==> src/rtl/mips_mc_pkg.sv <==
// Shared encodings, FSM states, ALU operations and the immediate sign-extend helper
// for the multi-cycle MIPS core.
package mips_mc_pkg;

    localparam logic [5:0] OP_RTYPE = 6'h00;
    localparam logic [5:0] OP_J     = 6'h02;
    localparam logic [5:0] OP_BEQ   = 6'h04;
    localparam logic [5:0] OP_ADDI  = 6'h08;
    localparam logic [5:0] OP_LW    = 6'h23;
    localparam logic [5:0] OP_SW    = 6'h2B;

    localparam logic [5:0] FN_ADD = 6'h20;
    localparam logic [5:0] FN_SUB = 6'h22;
    localparam logic [5:0] FN_AND = 6'h24;
    localparam logic [5:0] FN_OR  = 6'h25;
    localparam logic [5:0] FN_SLT = 6'h2A;

    typedef enum logic [2:0] {
        RST_WAIT,
        FETCH,
        DECODE,
        EXEC,
        MEM,
        WB,
        TRAP
    } state_e;

    typedef enum logic [2:0] {
        ALU_ADD,
        ALU_SUB,
        ALU_AND,
        ALU_OR,
        ALU_SLT
    } alu_op_e;

    // Widest legal datapath is 64 bits; callers keep the low XLEN bits.
    function automatic logic [63:0] sext16(input logic [15:0] v);
        return {{48{v[15]}}, v};
    endfunction

endpackage

==> src/rtl/mips_mc_regfile.sv <==
// 32 x XLEN register file: two asynchronous read ports, one synchronous write port,
// r0 hardwired to zero, asynchronous active-low clear.
module mips_mc_regfile
    import mips_mc_pkg::*;
#(
    parameter int XLEN = 32
) (
    input  logic            clk,
    input  logic            rst_n,
    input  logic [4:0]      ra1,
    input  logic [4:0]      ra2,
    output logic [XLEN-1:0] rd1,
    output logic [XLEN-1:0] rd2,
    input  logic            we,
    input  logic [4:0]      wa,
    input  logic [XLEN-1:0] wd
);

    logic [XLEN-1:0] regs_q [32];
    logic [XLEN-1:0] regs_d [32];

    always_comb begin
        regs_d = regs_q;
        if (we && (wa != 5'd0)) begin
            regs_d[wa] = wd;
        end
    end

    always_ff @(posedge clk or negedge rst_n) begin
        if (!rst_n) begin
            for (int i = 0; i < 32; i++) begin
                regs_q[i] <= '0;
            end
        end else begin
            regs_q <= regs_d;
        end
    end

    assign rd1 = (ra1 == 5'd0) ? '0 : regs_q[ra1];
    assign rd2 = (ra2 == 5'd0) ? '0 : regs_q[ra2];

endmodule

==> src/rtl/mips_mc_core.sv <==
// Multi-cycle MIPS core sharing one request/ready memory port for fetch and data.
// Define MIPS_MC_TRAP_EN to trap on unsupported instructions instead of treating them as NOPs.
module mips_mc_core
    import mips_mc_pkg::*;
#(
    parameter int              XLEN     = 32,
    parameter logic [XLEN-1:0] RESET_PC = '0
) (
    input  logic            clk,
    input  logic            rst,
    output logic            mem_req,
    output logic            mem_we,
    output logic [XLEN-1:0] mem_addr,
    output logic [XLEN-1:0] mem_wdata,
    input  logic [XLEN-1:0] mem_rdata,
    input  logic            mem_ready,
    output logic [XLEN-1:0] pc,
    output logic            retire,
    output logic            trap
);

    state_e          state_q, state_d;
    logic [XLEN-1:0] pc_q, pc_d;
    logic [31:0]     ir_q, ir_d;
    logic [XLEN-1:0] a_q, a_d;
    logic [XLEN-1:0] b_q, b_d;
    logic [XLEN-1:0] alu_q, alu_d;
    logic [XLEN-1:0] mdr_q, mdr_d;

    logic [5:0]  opcode, funct;
    logic [4:0]  rs, rt, rd;
    logic [15:0] imm16;
    logic [25:0] imm26;

    assign opcode = ir_q[31:26];
    assign rs     = ir_q[25:21];
    assign rt     = ir_q[20:16];
    assign rd     = ir_q[15:11];
    assign funct  = ir_q[5:0];
    assign imm16  = ir_q[15:0];
    assign imm26  = ir_q[25:0];

    logic [63:0]     imm_sx;
    logic [XLEN-1:0] imm_ext;
    assign imm_sx  = sext16(imm16);
    assign imm_ext = imm_sx[XLEN-1:0];

    logic [XLEN-1:0] rs_val, rt_val;
    logic            rf_we;
    logic [4:0]      rf_wa;
    logic [XLEN-1:0] rf_wd;

    mips_mc_regfile #(.XLEN(XLEN)) u_rf (
        .clk   (clk),
        .rst_n (rst),
        .ra1   (rs),
        .ra2   (rt),
        .rd1   (rs_val),
        .rd2   (rt_val),
        .we    (rf_we),
        .wa    (rf_wa),
        .wd    (rf_wd)
    );

    // Decode: legality and ALU operation selection.
    logic    is_rtype, legal;
    alu_op_e alu_op;

    always_comb begin
        is_rtype = (opcode == OP_RTYPE);
        legal    = 1'b0;
        alu_op   = ALU_ADD;
        case (opcode)
            OP_RTYPE: begin
                case (funct)
                    FN_ADD:  begin legal = 1'b1; alu_op = ALU_ADD; end
                    FN_SUB:  begin legal = 1'b1; alu_op = ALU_SUB; end
                    FN_AND:  begin legal = 1'b1; alu_op = ALU_AND; end
                    FN_OR:   begin legal = 1'b1; alu_op = ALU_OR;  end
                    FN_SLT:  begin legal = 1'b1; alu_op = ALU_SLT; end
                    default: legal = 1'b0;
                endcase
            end
            OP_J, OP_BEQ, OP_ADDI, OP_LW, OP_SW: legal = 1'b1;
            default: legal = 1'b0;
        endcase
    end

    // ALU: second operand is B for R-type, the sign-extended immediate otherwise.
    logic [XLEN-1:0] alu_b, alu_res;

    always_comb begin
        alu_b = is_rtype ? b_q : imm_ext;
        case (alu_op)
            ALU_ADD: alu_res = a_q + alu_b;
            ALU_SUB: alu_res = a_q - alu_b;
            ALU_AND: alu_res = a_q & alu_b;
            ALU_OR:  alu_res = a_q | alu_b;
            ALU_SLT: alu_res = {{(XLEN-1){1'b0}}, ($signed(a_q) < $signed(alu_b))};
            default: alu_res = a_q + alu_b;
        endcase
    end

`ifdef MIPS_MC_TRAP_EN
    logic trap_q, trap_d;
`endif

    logic [XLEN-1:0] mem_addr_raw;

    always_comb begin
        state_d      = state_q;
        pc_d         = pc_q;
        ir_d         = ir_q;
        a_d          = a_q;
        b_d          = b_q;
        alu_d        = alu_q;
        mdr_d        = mdr_q;
        rf_we        = 1'b0;
        rf_wa        = rt;
        rf_wd        = alu_q;
        mem_req      = 1'b0;
        mem_we       = 1'b0;
        mem_addr_raw = pc_q;
        retire       = 1'b0;
`ifdef MIPS_MC_TRAP_EN
        trap_d       = trap_q;
`endif
        case (state_q)
            RST_WAIT: state_d = FETCH;
            FETCH: begin
                mem_req = 1'b1;
                if (mem_ready) begin
                    ir_d    = mem_rdata[31:0];
                    pc_d    = pc_q + XLEN'(4);
                    state_d = DECODE;
                end
            end
            DECODE: begin
                a_d   = rs_val;
                b_d   = rt_val;
                alu_d = pc_q + (imm_ext << 2);
                if (!legal) begin
`ifdef MIPS_MC_TRAP_EN
                    trap_d  = 1'b1;
                    state_d = TRAP;
`else
                    retire  = 1'b1;
                    state_d = FETCH;
`endif
                end else if (opcode == OP_J) begin
                    pc_d    = {pc_q[XLEN-1:28], imm26, 2'b00};
                    retire  = 1'b1;
                    state_d = FETCH;
                end else begin
                    state_d = EXEC;
                end
            end
            EXEC: begin
                case (opcode)
                    OP_RTYPE, OP_ADDI: begin
                        alu_d   = alu_res;
                        state_d = WB;
                    end
                    OP_LW, OP_SW: begin
                        alu_d   = alu_res;
                        state_d = MEM;
                    end
                    OP_BEQ: begin
                        // alu_q still holds the branch target computed in DECODE.
                        if (a_q == b_q) begin
                            pc_d = alu_q;
                        end
                        retire  = 1'b1;
                        state_d = FETCH;
                    end
                    default: state_d = FETCH;
                endcase
            end
            MEM: begin
                mem_req      = 1'b1;
                mem_we       = (opcode == OP_SW);
                mem_addr_raw = alu_q;
                if (mem_ready) begin
                    if (opcode == OP_SW) begin
                        retire  = 1'b1;
                        state_d = FETCH;
                    end else begin
                        mdr_d   = mem_rdata;
                        state_d = WB;
                    end
                end
            end
            WB: begin
                rf_we   = 1'b1;
                rf_wa   = is_rtype ? rd : rt;
                rf_wd   = (opcode == OP_LW) ? mdr_q : alu_q;
                retire  = 1'b1;
                state_d = FETCH;
            end
            TRAP: state_d = TRAP;
            default: state_d = RST_WAIT;
        endcase
    end

    always_ff @(posedge clk or negedge rst) begin
        if (!rst) begin
            state_q <= RST_WAIT;
            pc_q    <= RESET_PC;
            ir_q    <= '0;
            a_q     <= '0;
            b_q     <= '0;
            alu_q   <= '0;
            mdr_q   <= '0;
        end else begin
            state_q <= state_d;
            pc_q    <= pc_d;
            ir_q    <= ir_d;
            a_q     <= a_d;
            b_q     <= b_d;
            alu_q   <= alu_d;
            mdr_q   <= mdr_d;
        end
    end

`ifdef MIPS_MC_TRAP_EN
    always_ff @(posedge clk or negedge rst) begin
        if (!rst) begin
            trap_q <= 1'b0;
        end else begin
            trap_q <= trap_d;
        end
    end
    assign trap = trap_q;
`else
    assign trap = 1'b0;
`endif

    assign mem_addr  = {mem_addr_raw[XLEN-1:2], 2'b00};
    assign mem_wdata = b_q;
    assign pc        = pc_q;

endmodule

==> config.mk <==
export PLATFORM = sky130hd
export DESIGN_NAME = mips_mc_core
export DESIGN_NICKNAME = d
export VERILOG_FILES = /design/src/rtl/mips_mc_pkg.sv /design/src/rtl/mips_mc_regfile.sv /design/src/rtl/mips_mc_core.sv
export SDC_FILE = /design/constraint.sdc
export NUM_CORES = 2
export LEC_CHECK = 0
export CAP_MARGIN = 20
export CELL_PAD_IN_SITES_DETAIL_PLACEMENT = 0
export CELL_PAD_IN_SITES_GLOBAL_PLACEMENT = 1
export CORE_MARGIN = 5
export CORE_UTILIZATION = 50
export DETAILED_ROUTE_END_ITERATION = 10
export DONT_BUFFER_PORTS = 1
export HOLD_SLACK_MARGIN = 0.1
export PLACE_DENSITY = 0.8
export SYNTH_ARGS = -nofsm -noshare
export SYNTH_HDL_FRONTEND = slang
export SYNTH_HIERARCHICAL = 1
export SYNTH_SLANG_ARGS = --single-unit
export TNS_END_PERCENT = 5
==> constraint.sdc <==
create_clock -name clk -period 7.6 [get_ports clk]
set_input_delay 0.76 -clock clk [delete_from_list [all_inputs] [get_ports clk]]
set_output_delay 0.76 -clock clk [all_outputs]
set_load 0.005 [all_outputs]
# After elaboration in Yosys (flattened, before gate mapping)
# Index checks and enable logic that the tools add are counted.
# Widths: inputs -> output; s select.
[totals] mem_bits_ro=0 memories=0 input_bits=35 latch_bits=0 regBits=1219 mem_bits_rw=0
[classes] div_mod_pow=0 eq_ne=28 add_sub_neg=4 n_mul=0 muxes=46 bitwise_logic=7 order_cmp=5 n_reduce_logical=23 n_shift=0
[ops] cell="$bwmux 1024" n=1
[ops] cell="$mux 32" n=15
[ops] cell="$bmux 32 s5" n=2
[ops] cell="$demux 32 s5" n=1
[ops] cell="$pmux 32 s4" n=1
[ops] cell="$pmux 32 s3" n=1
[ops] cell="$add 32x32->32" n=2
[ops] cell="$pmux 32 s2" n=1
[ops] cell="$mux 28" n=2
[ops] cell="$eq 6x6->1 const B" n=7
[ops] cell="$add 32x3->32 const B" n=1
[ops] cell="$and 32x32->32" n=1
[ops] cell="$eq 32x32->1" n=1
[ops] cell="$lt 32x32->1" n=1
[ops] cell="$or 32x32->32" n=1
[ops] cell="$sub 32x32->32" n=1
[ops] cell="$ge 6x6->1 const B" n=3
[ops] cell="$not 5->6" n=3
[ops] cell="$pmux 3 s6" n=1
[ops] cell="$ne 2x2->1 const B" n=7
[ops] cell="$eq 3x2->1 const B" n=4
[ops] cell="$eq 3x3->1 const B" n=4
[ops] cell="$mux 3" n=4
[ops] cell="$pmux 3 s4" n=1
[ops] cell="26 further kinds" n=47

# Longest topological paths before layout
[depth] ltp_word=9 depth_mapped=20 mapped_depth_nobuf=16

# Cells and area by module
# The synthesis kept the hierarchy.
[by_module_without_submodules] module="mips_mc_regfile" cells_each=3617 instances=1 area_each_um2=54432.2
[by_module_without_submodules] module="mips_mc_core" cells_each=1915 instances=1 area_each_um2=16204.3

# Worst setup path before layout
# No wires, ideal clock.
[synth_timing] kind="register to register" startpoint="reg ir_q[27]" endpoint="reg alu_q[25]" t_required_ns=7.458 setup_slack_ns=3.083 path_stages_with_launch=17 synth_period_minus_slack_ns=4.517 t_arrival_ns=4.375 n_path_buf=2 cell_sequence="dfrtp_1 -> or4_4 -> nor3_2 -> buf_2 -> buf_1 -> mux2_2 -> inv_1 -> ha_1 -> or4_4 -> a211oi_2 -> or3_4 -> a21oi_2 -> o211a_1 -> o21ba_1 -> a221o_1 -> a221oi_2 -> a211oi_1"
[synth_via] elab_chain_len=6 word_cells_on_any_way=20 cone_classes="add/sub (2); eq/ne (8); mux (5); bitwise (2); reduce/logical (3)"
[synth_rtl] item="from (decl)" line_no="mips_mc_core.sv:24" source="logic [31:0] ir_q, ir_d;"
[synth_rtl] item="from (signal assigned)" line_no="mips_mc_core.sv:217" source="ir_q <= ir_d;"
[synth_rtl] item="$logic_not 6->1" line_no="mips_mc_core.sv:70, mips_mc_core.sv:73, mips_mc_core.sv:159"
[synth_rtl] item="$mux 32 / $mux 3 (equally long branches)" line_no="mips_mc_core.sv:93, mips_mc_core.sv:73"
[synth_rtl] item="$add 32x32->32 (tied with other cells)" line_no="mips_mc_core.sv:95, mips_mc_core.sv:100"
[synth_rtl] item="$pmux 32 s4" line_no="mips_mc_core.sv:94" source="case (alu_op)"
[synth_rtl] item="$mux 32" line_no="mips_mc_core.sv:159" source="case (opcode)"
[synth_rtl] item="$pmux 32 s2" line_no="mips_mc_core.sv:128" source="case (state_q)"
[synth_rtl] item="to (signal assigned)" line_no="mips_mc_core.sv:220" source="alu_q <= alu_d;"
[synth_rtl] item="to (decl)" line_no="mips_mc_core.sv:27" source="logic [XLEN-1:0] alu_q, alu_d;"
# Several ways; a longest one is shown, not always the timed one. The select of a mux whose other input is x is not followed.
# A chain may end at the register's enable or synchronous reset.

# Worst setup path in the final report
[layout_timing] startpoint="reg ir_q[27]" endpoint="reg alu_q[27]"
# Same word-level chain as after synthesis.

==> metrics <==
Max-slew headroom 0.1220; clock skew 27.19 ps; # nets final 5438; largest net degree at the start of global routing 245; Cell Chain, Critical Path or4_4 -> nor3_4 -> buf_4 -> mux2_2 -> inv_1 -> ha_1 -> nand2b_1 -> a221oi_1 -> o31a_1 -> o41ai_1 -> a21oi_1 -> a41o_1 -> a21oi_2 -> xnor2_1 -> a221oi_1 -> a21oi_1; number of warnings issued by yosys 6; met2 Track Usage GR 0.5005; DRC errors left 0; # setup viols final 0; CP peak stage delay 680 ps; Reg2Reg Setup Slack 2160 ps; Post-CTS Setup Bufs 0; RSZ-0062 raised after global routing false; Max-Cap Viols 0; clk root buf clkbuf_16; layout cell share with drive strength beyond 1 0.3848; maximum vdd ir drop 0.2878 mV; Synth top area share 0.4318; H-tree levels 4; Placed Area 71930 um^2; cell row count 138; Slew @ Worst Pin 1317 ps; syn_area_per_cell 12.77 um^2; reg2reg start ir_q[27]$_DFFE_PN0P_; vias 50120; area of the multi-input gates 37560 um^2; Worst EP required 8250 ps; GR peak layer met2; Die ar. 148900 um^2; Final Critical Period 5438 ps; Total Power 29.31 mW; Area Growth Syn to Fin 8.511%; Crit Path Max Fanout 15; Synth Register Bits 1219; Finished Cell Area 76650 um^2; vias in the first global route 50350; drt pass-1 iters 6; FF+latch area 30530 um^2; Avg Vias per Cell 6.893; CP startpoint kind register; CP endpoint kind register; final hold vios 0; Seq/Total Area, Yosys 0.4318; Yosys cell types 92; detailed-route wire length per cell 33.88 um; Post-Syn Instances 5532; total grt overflow 0; CTS Sinks 1219; worst flop-to-flop path endpoint alu_q[27]$_DFFE_PN0P_; post-synthesis cell area 70640 um^2; path depth of the worst reg2reg path 16; core area 140900 um^2; Lkg Pwr 35.00 nW; initial core utilization 0.5013; crit path max-delay cell type nor3_4; WHS 140.0 ps; Power Dens Cells 382.4 nW/um^2; die width 385.9 um; share of synthesized registers carrying an async set or reset 1.000; kind of critical path register to register; max frequency 183.9 MHz; Filler Cells Inserted 11660; HPWL Detailed 152700 um; Slew Viols, Final 0; Num CTS Buffers 134; ranking of synthesized cells by area dfrtp_1, mux2_2, mux4_2; Hold Startpoint mem_rdata[14]; clk buf depth 3; Starting DRT DRC Count 5546; worst path arrival time 6090 ps; clk_lat worst skew 780 ps; I/O Buffers 0; post-synth top area cell dfrtp_1; GR Layer Usage met3 0.07547; Crit path buffers/inverters 2; hold path cells 1; hold endpoint mdr_q[14]$_DFFE_PN0P_; first-pass GRT wire length 357200 um; routability congestion estimate 0.9559; worst min path class input pin to register; most numerous cell in the Yosys netlist dfrtp_1; Synth top cells by count dfrtp_1, mux2_2, mux4_2, clkbuf_1, nand2_1; Post-DRT Antenna Nets 0; Final Cycle Share 0.7155; Primary FF master, synth dfrtp_1; Ports 135; total negative slack 0 ps; GR Util met1 0.4404; Post-synth EDFFs 0; CP delay by family, top compound AO/OA/AOI/OAI gates; clock-pin slew on the worst setup and hold paths 60 ps; Global Route Usage Sum 0.3288; TritonCTS clock tree yes; Total Wirelength 246400 um; status completed; Die Y 385.9 um; fin util 0.5440; initial antenna violation count 3
## final cells by class
cell class | instances | area share
Antenna cell | 2 | 0.00006530
Clock buffer | 203 | 0.05134
Clock inverter | 39 | 0.006970
Inverter | 112 | 0.005517
Multi-Input combinational cell | 3669 | 0.4900
Sequential cell | 1219 | 0.3984
Tap cell | 1890 | 0.03085
Timing Repair Buffer | 137 | 0.01690
## registers in the layout, indices dropped and copies added, names as in the netlist
name	cells
mdr_q	32
a_q	32
u_rf/regs_q	1024
mem_wdata	32
alu_q	32
ir_q	32
pc	32
state_q	3
## through the flow
stage / cells / worst slack [ps]
after global placement: 7001 / 2363
after detailed placement: 7004 / 2212
after CTS: 7268 / 2206
final: 7271 / 2162
after global routing: 7269 / 1980
after floorplan: 5534 / 3083
## worst max path at each step
stage,start,endpoint,depth (start not counted)
global route,ir_q[27]$_DFFE_PN0P_,alu_q[26]$_DFFE_PN0P_,15
finish,ir_q[27]$_DFFE_PN0P_,alu_q[27]$_DFFE_PN0P_,16
CTS,ir_q[27]$_DFFE_PN0P_,alu_q[27]$_DFFE_PN0P_,16
global placement,ir_q[27]$_DFFE_PN0P_,alu_q[27]$_DFFE_PN0P_,15
detailed placement,ir_q[27]$_DFFE_PN0P_,alu_q[27]$_DFFE_PN0P_,16
floorplan,ir_q[27]$_DFFE_PN0P_,alu_q[25]$_DFFE_PN0P_,16
## kinds of logic (layout without fill, tap and decap cells)
| family | Yosys count | after routing | synth area share |
|---|---|---|---|
| simple gates | 705 | 705 | 0.04715 |
| other cells | 1 | 5 | 0.00005309 |
| buf+inv | 646 | 491 | 0.04046 |
| mux | 1799 | 1799 | 0.3558 |
| fa+ha+maj | 130 | 130 | 0.02335 |
| flops | 1219 | 1219 | 0.4318 |
| compound gates | 943 | 943 | 0.09036 |
| xor+xnor | 89 | 89 | 0.01104 |
## cell usage in the layout (no fill, tap or decap), types with 16 or more instances in the layout
master and instances:
nor2_4 16, mux2i_1 139, clkbuf_8 28, clkbuf_1 39, o21ai_1 16, clkinv_2 19
clkbuf_16 136, dlygate4sd3_1 22, nand3_1 35, nand2_1 269, nand2b_1 19, o221ai_1 16
dfrtp_1 1207, o211ai_1 17, a22oi_1 66, mux4_2 448, xnor2_1 41, nor2b_1 83
a311oi_1 65, a221oi_1 62, a21oi_1 154, a21o_1 54, a211oi_1 83, o21ai_0 237
o22ai_1 30, xor2_1 48, mux2_2 1205, nor2_1 139, ha_1 127, nor3_1 25
inv_1 108, buf_4 100, a31oi_1 25
## what timing repair did
action | 4_1_cts | 5_1_grt
hold buffers | 22 | 0
endpoints found under the setup margin | 0 | 0
gates resized for setup | 0 | 0
hold endpoints to repair | 178 | 0
## routing by layer
layer	up-vias	part of all wire	wire (um)
met5	-	0	0
met4	0	0.063	15550
met3	641	0.094	23070
met2	2675	0.45	110800
met1	26430	0.39	96970
li1	20380	-	-
## worst reg2reg max path, stage by stage (launching register included)
cell	delay (ps)
dfrtp_1	400
or4_4	590
nor3_4	680
buf_4	390
mux2_2	380
inv_1	80
ha_1	240
nand2b_1	140
a221oi_1	90
o31a_1	310
o41ai_1	670
a21oi_1	320
a41o_1	380
a21oi_2	180
xnor2_1	70
a221oi_1	270
a21oi_1	120
## power by group
part	switching, mW	leakage, nW	internal [mW]
clock	2.75	2.20	3.93
combinational	8.72	16.1	4.87
sequential	1.70	16.7	7.35
total	13.2	35.0	16.1
Note: power is estimated with default switching activity, not from simulation.
